### src/rtl/piso_serializer.sv
// Double-buffered parallel-in/serial-out bit source: a holding register refills the
// shift register on the final-bit edge so consecutive words stream without a gap.
module piso_serializer #(
   parameter int WIDTH     = 32,
   parameter bit MSB_FIRST = 1'b1
) (
   input  logic                     clk,
   input  logic                     clear,
   input  logic                     load_valid,
   input  logic [WIDTH-1:0]         load_data,
   output logic                     load_ready,
   input  logic                     enable,
   output logic                     x,
   output logic                     x_valid,
   output logic                     last,
   output logic                     busy,
   output logic [$clog2(WIDTH)-1:0] bit_idx
);

   localparam int CW = $clog2(WIDTH);
   localparam logic [CW-1:0] LAST_IDX = CW'(WIDTH - 1);

   typedef enum logic {
      IDLE  = 1'b0,
      SHIFT = 1'b1
   } state_t;

   state_t           r_state;
   state_t           w_state_nxt;
   logic [WIDTH-1:0] r_sr;
   logic [WIDTH-1:0] r_hr;
   logic             r_hr_full;
   logic [CW-1:0]    r_cnt;

   logic w_accept;
   logic w_final;
   logic w_xfer;
   logic w_shift;

   assign w_accept = load_valid && !r_hr_full && !clear;
   assign w_final  = (r_state == SHIFT) && enable && (r_cnt == LAST_IDX);
   assign w_xfer   = r_hr_full && ((r_state == IDLE) || w_final);
   // The final-bit shift toward IDLE empties SR, which keeps x at 0 while idle.
   assign w_shift  = (r_state == SHIFT) && enable && !w_xfer;

   // State register.
   always_ff @(posedge clk) begin
      if (clear) begin
         r_state <= IDLE;
      end else begin
         r_state <= w_state_nxt;
      end
   end

   // Next-state decode.
   always_comb begin
      w_state_nxt = r_state;
      case (r_state)
         IDLE: begin
            if (r_hr_full) begin
               w_state_nxt = SHIFT;
            end else begin
               w_state_nxt = IDLE;
            end
         end
         SHIFT: begin
            if (w_final && !r_hr_full) begin
               w_state_nxt = IDLE;
            end else begin
               w_state_nxt = SHIFT;
            end
         end
         default: w_state_nxt = IDLE;
      endcase
   end

   // Holding register, shift register and bit counter.
   always_ff @(posedge clk) begin
      if (clear) begin
         r_sr      <= '0;
         r_hr      <= '0;
         r_hr_full <= 1'b0;
         r_cnt     <= '0;
      end else begin
         if (w_xfer) begin
            r_sr      <= r_hr;
            r_hr_full <= 1'b0;
            r_cnt     <= '0;
         end else if (w_shift) begin
            if (MSB_FIRST) begin
               r_sr <= {r_sr[WIDTH-2:0], 1'b0};
            end else begin
               r_sr <= {1'b0, r_sr[WIDTH-1:1]};
            end
            if (w_final) begin
               r_cnt <= '0;
            end else begin
               r_cnt <= r_cnt + CW'(1);
            end
         end else begin
            r_sr  <= r_sr;
            r_cnt <= r_cnt;
         end
         if (w_accept) begin
            r_hr      <= load_data;
            r_hr_full <= 1'b1;
         end else begin
            r_hr <= r_hr;
         end
      end
   end

   // Output decode from registered state only (load_ready also sees clear).
   always_comb begin
      x_valid    = (r_state == SHIFT);
      last       = (r_state == SHIFT) && (r_cnt == LAST_IDX);
      busy       = (r_state == SHIFT) || r_hr_full;
      bit_idx    = r_cnt;
      x          = MSB_FIRST ? r_sr[WIDTH-1] : r_sr[0];
      load_ready = !r_hr_full && !clear;
   end

endmodule

### config.mk
export PLATFORM = sky130hd
export DESIGN_NAME = piso_serializer
export DESIGN_NICKNAME = d
export VERILOG_FILES = /design/src/rtl/piso_serializer.sv
export SDC_FILE = /design/constraint.sdc
export NUM_CORES = 1
export LEC_CHECK = 0
export ABC_AREA = 1
export CAP_MARGIN = 20
export CORE_ASPECT_RATIO = 0.9
export CORE_UTILIZATION = 55
export CTS_BUF_LIST = sky130_fd_sc_hd__clkbuf_16
export DETAILED_ROUTE_END_ITERATION = 8
export GPL_ROUTABILITY_DRIVEN = 1
export HOLD_SLACK_MARGIN = 0.08
export PLACE_DENSITY = 0.81
export SKIP_CTS_REPAIR_TIMING = 1
export SYNTH_ARGS = -nofsm -noshare
export SYNTH_HDL_FRONTEND = slang
export SYNTH_SLANG_ARGS = --single-unit
### constraint.sdc
create_clock -name clk -period 5.95 [get_ports clk]
set_clock_uncertainty 0.2 [all_clocks]
set_input_delay 1.4875 -clock clk [delete_from_list [all_inputs] [get_ports clk]]
set_output_delay 1.4875 -clock clk [all_outputs]
set_load 0.05 [all_outputs]
==> Word-level counts from Yosys, hierarchy flattened <==
Index checks and enable logic that the tools add are counted.
Widths: inputs -> output; s select.
{ "totals": {"ff_bits": 71, "output_inout_bits": 10, "wordCells": 33} }
{ "op_classes": {"n_addsub": 1, "eq_ne": 1, "muxes": 8, "bitwise_logic": 1, "reduce_logical": 17} }
{ "ops": {"columns": ["cell", "n"], "rows": [
  ["$mux 32", 2],
  ["$logic_and 1x1->1", 9],
  ["$add 5x1->5 const B", 1],
  ["$eq 5x5->1 const B", 1],
  ["$mux 5", 1],
  ["$mux 1", 4],
  ["$reduce_bool 2->1", 2],
  ["$logic_not 1->1", 3],
  ["$logic_or 1x1->1", 2],
  ["$pmux 1 s2", 1],
  ["$reduce_or 2->1", 1],
  ["$not 1->1", 1]
]} }

==> Depth between registers and ports, before layout <==
{ "depth": {"depth_word": 8, "ltp_mapped": 12, "ltp_nobuf": 11} }

==> Worst setup path before layout <==
OpenSTA, ideal clock, no wires.
{ "synth_path": {"path_kind": "in2out", "startpoint": "input clear", "endpoint": "output load_ready", "t_arrival_ns": 2.132, "t_required_ns": 4.263, "setup_slack_ns": 2.130, "path_stages": 1, "n_path_buf": 0, "path_cell_list": "nor2_1"} }
{ "synth_between": {"elab_chain_len": 2} }
{ "synth_rtl": {"columns": ["item", "line_no", "rtl"], "rows": [
  ["start, declared", "8", "input logic clear,"],
  ["$logic_not 1->1", "120", "load_ready = !r_hr_full && !clear;"],
  ["$logic_and 1x1->1", "120", null],
  ["end, declared", "11", "output logic load_ready,"]
]} }
Every way passes these cells.

==> Final worst setup path <==
Ends and elaborated chain as after synthesis.

==> run metrics <==
drt via density 5.11; final core utilization 0.711; crit-path max FO 5; Period Utilization, post-route 0.781; R2R depth 11; area of the core 5290 sq um; nets 500; Mapped Nets 468; area grow syn2layout 23.2%; CTS tree done; pwr dens 309 nW/um^2; Die H 72.6 um; H-tree depth reported by CTS 3; final hold violations 0; Distinct cells, synth 21; First DRT Iteration DRCs 187; final total power 1160 uW; Max Freq 215 MHz; setup TNS 0 ns; commonest cells after routing, fill and taps aside nand2_1, nand3_1, dfxtp_1, clkdlybuf4s50_1, inv_1; Rows 25; Reg clk slew, reported paths 0.05 ns; Critical Path Source Type input port; RSZ-0062 raised after global routing false; drt wl/cell 11.2 um; Crit path top cell by count clkdlybuf4s50_1; HPWL after DPL 3560 um; worst hold-check path type reg -> reg; Crit Path Class in -> out; total gr overflow 0; DRT Pass-1 Iters 5; Port Buffer Count 45; Max Cap Viol 0; cts bufs inserted 9; CTS max path bufs 2; LEAKAGE 0.00171 uW; Antenna Violating Nets Remaining 0; Final setup viols 0; CP Cell Sequence clkdlybuf4s50_1 -> nor2_1 -> clkdlybuf4s50_1; via count of the first global-routing pass 2,367; Tot GR Track Use 0.226; die area 5850 sq um; Hold Slack 0.281 ns; Post-Syn Area 3050 sq um; Crit. End Element output pin; Avg Cell Area, Syn 7.09 sq um; DRC viols 0; YS warnings 0; root buf cell clkbuf_16; slowest CP cell clkdlybuf4s50_1; effective utilization at floorplan 0.577; post-layout min period 4.65 ns; share of layout cells above drive strength 1 0.0685; ant diodes 0; Worst EP arrival 2.96 ns; DIE WIDTH 80.5 um; Hold Path Depth 2; Relative slew margins 0.324; initial antenna violation count 0; fin. max-slew vios 0; GP Congestion 0.781; status finished clean; via count 2,730; Synth Instances 430; total wire length 6000 um; Yosys reg bits 71; global-route wire length before repair 10,100 um; worst slew pin tran 1.01 ns; I/O pin total 46; most common cell after layout, fill and taps aside nand2_1; final instance area 3760 sq um; Clock Sinks 71; DP Area 3460 sq um; Data required, critical path 4.26 ns; max incr delay on CP 0.81 ns; worst ir drop on vdd 244 uV; latest clock arrival within the worst-skew pair 0.33 ns; Seq/Total Area, Yosys 0.466; largest net degree at the start of global routing 65
[path summary, 6_finish.rpt]
path / startpoint / end / slack, ns
max: clear / load_ready / 1.30
max reg2reg: bit_idx[0] / r_sr[27] / 3.21
min reg2reg: bit_idx[2] / bit_idx[2] / 0.28
min: bit_idx[2] / bit_idx[2] / 0.28
[logic make-up after synthesis]
logic type	synth area share
buffers and inverters	0.100
flip-flops	0.466
AO/OA/AOI/OAI	0.0718
adder cells (fa/ha/maj)	0.00821
AND/OR/NAND/NOR	0.354
[cell type report]
cell class              count  area (sq um)
flip-flops and latches     71          1420
fillers                   426          1530
multi-input cells         291          1330
well taps                  67          83.8
repair buffers             48           473
inverters                  41           154
clock buffers               9           225
clock inverters             7          71.3
[Yosys cell counts]
cell	number	area share
o21ai_0	38	0.062
buf_6	4	0.015
inv_1	39	0.048
nor3_2	1	0.0033
clkbuf_1	7	0.0086
buf_4	2	0.0049
nand2_1	130	0.16
nand3_2	1	0.0033
nand3_1	94	0.15
a21oi_1	4	0.0066
inv_2	1	0.0012
buf_2	10	0.016
dfxtp_1	71	0.47
nand4_1	1	0.0021
ha_1	2	0.0082
buf_1	4	0.0049
a21oi_2	1	0.0029
or2_2	1	0.0021
clkinv_1	1	0.0012
nor2_1	10	0.012
nand2_2	8	0.016
[sequential cells by signal, indices dropped and copies added (netlist names)]
name	flops
x_valid	1
r_hr_full	1
r_hr	32
bit_idx	5
r_sr	32
[power breakdown]
group          leakage, uW  internal (uW)  switching, uW
Combinational     0.000996           48.1           72.9
Sequential        0.000580            501           15.6
Clock             0.000138            324            200
Total              0.00171            873            289
[critical path, delay by kind of cell]
kind	cells	cell delay (ns)
simple gates	1	0.13
buf+inv	2	1.34
[metrics by stage]
stage	setup slack [ns]	std cells
final	1.30	534
after global routing	1.24	534
after CTS	1.30	534
after detailed placement	1.31	518
after global placement	1.33	518
after floorplan	2.13	430
[layer usage]
layer  up-vias  share of wire  global-route usage
met1      1225           0.45               0.259
met3         7          0.047              0.0675
li1       1436              -                   -
met4         0          0.011              0.0873
met5         -              0                   0
met2        62           0.49               0.394
No activity file was read; power rests on OpenSTA's default activity.
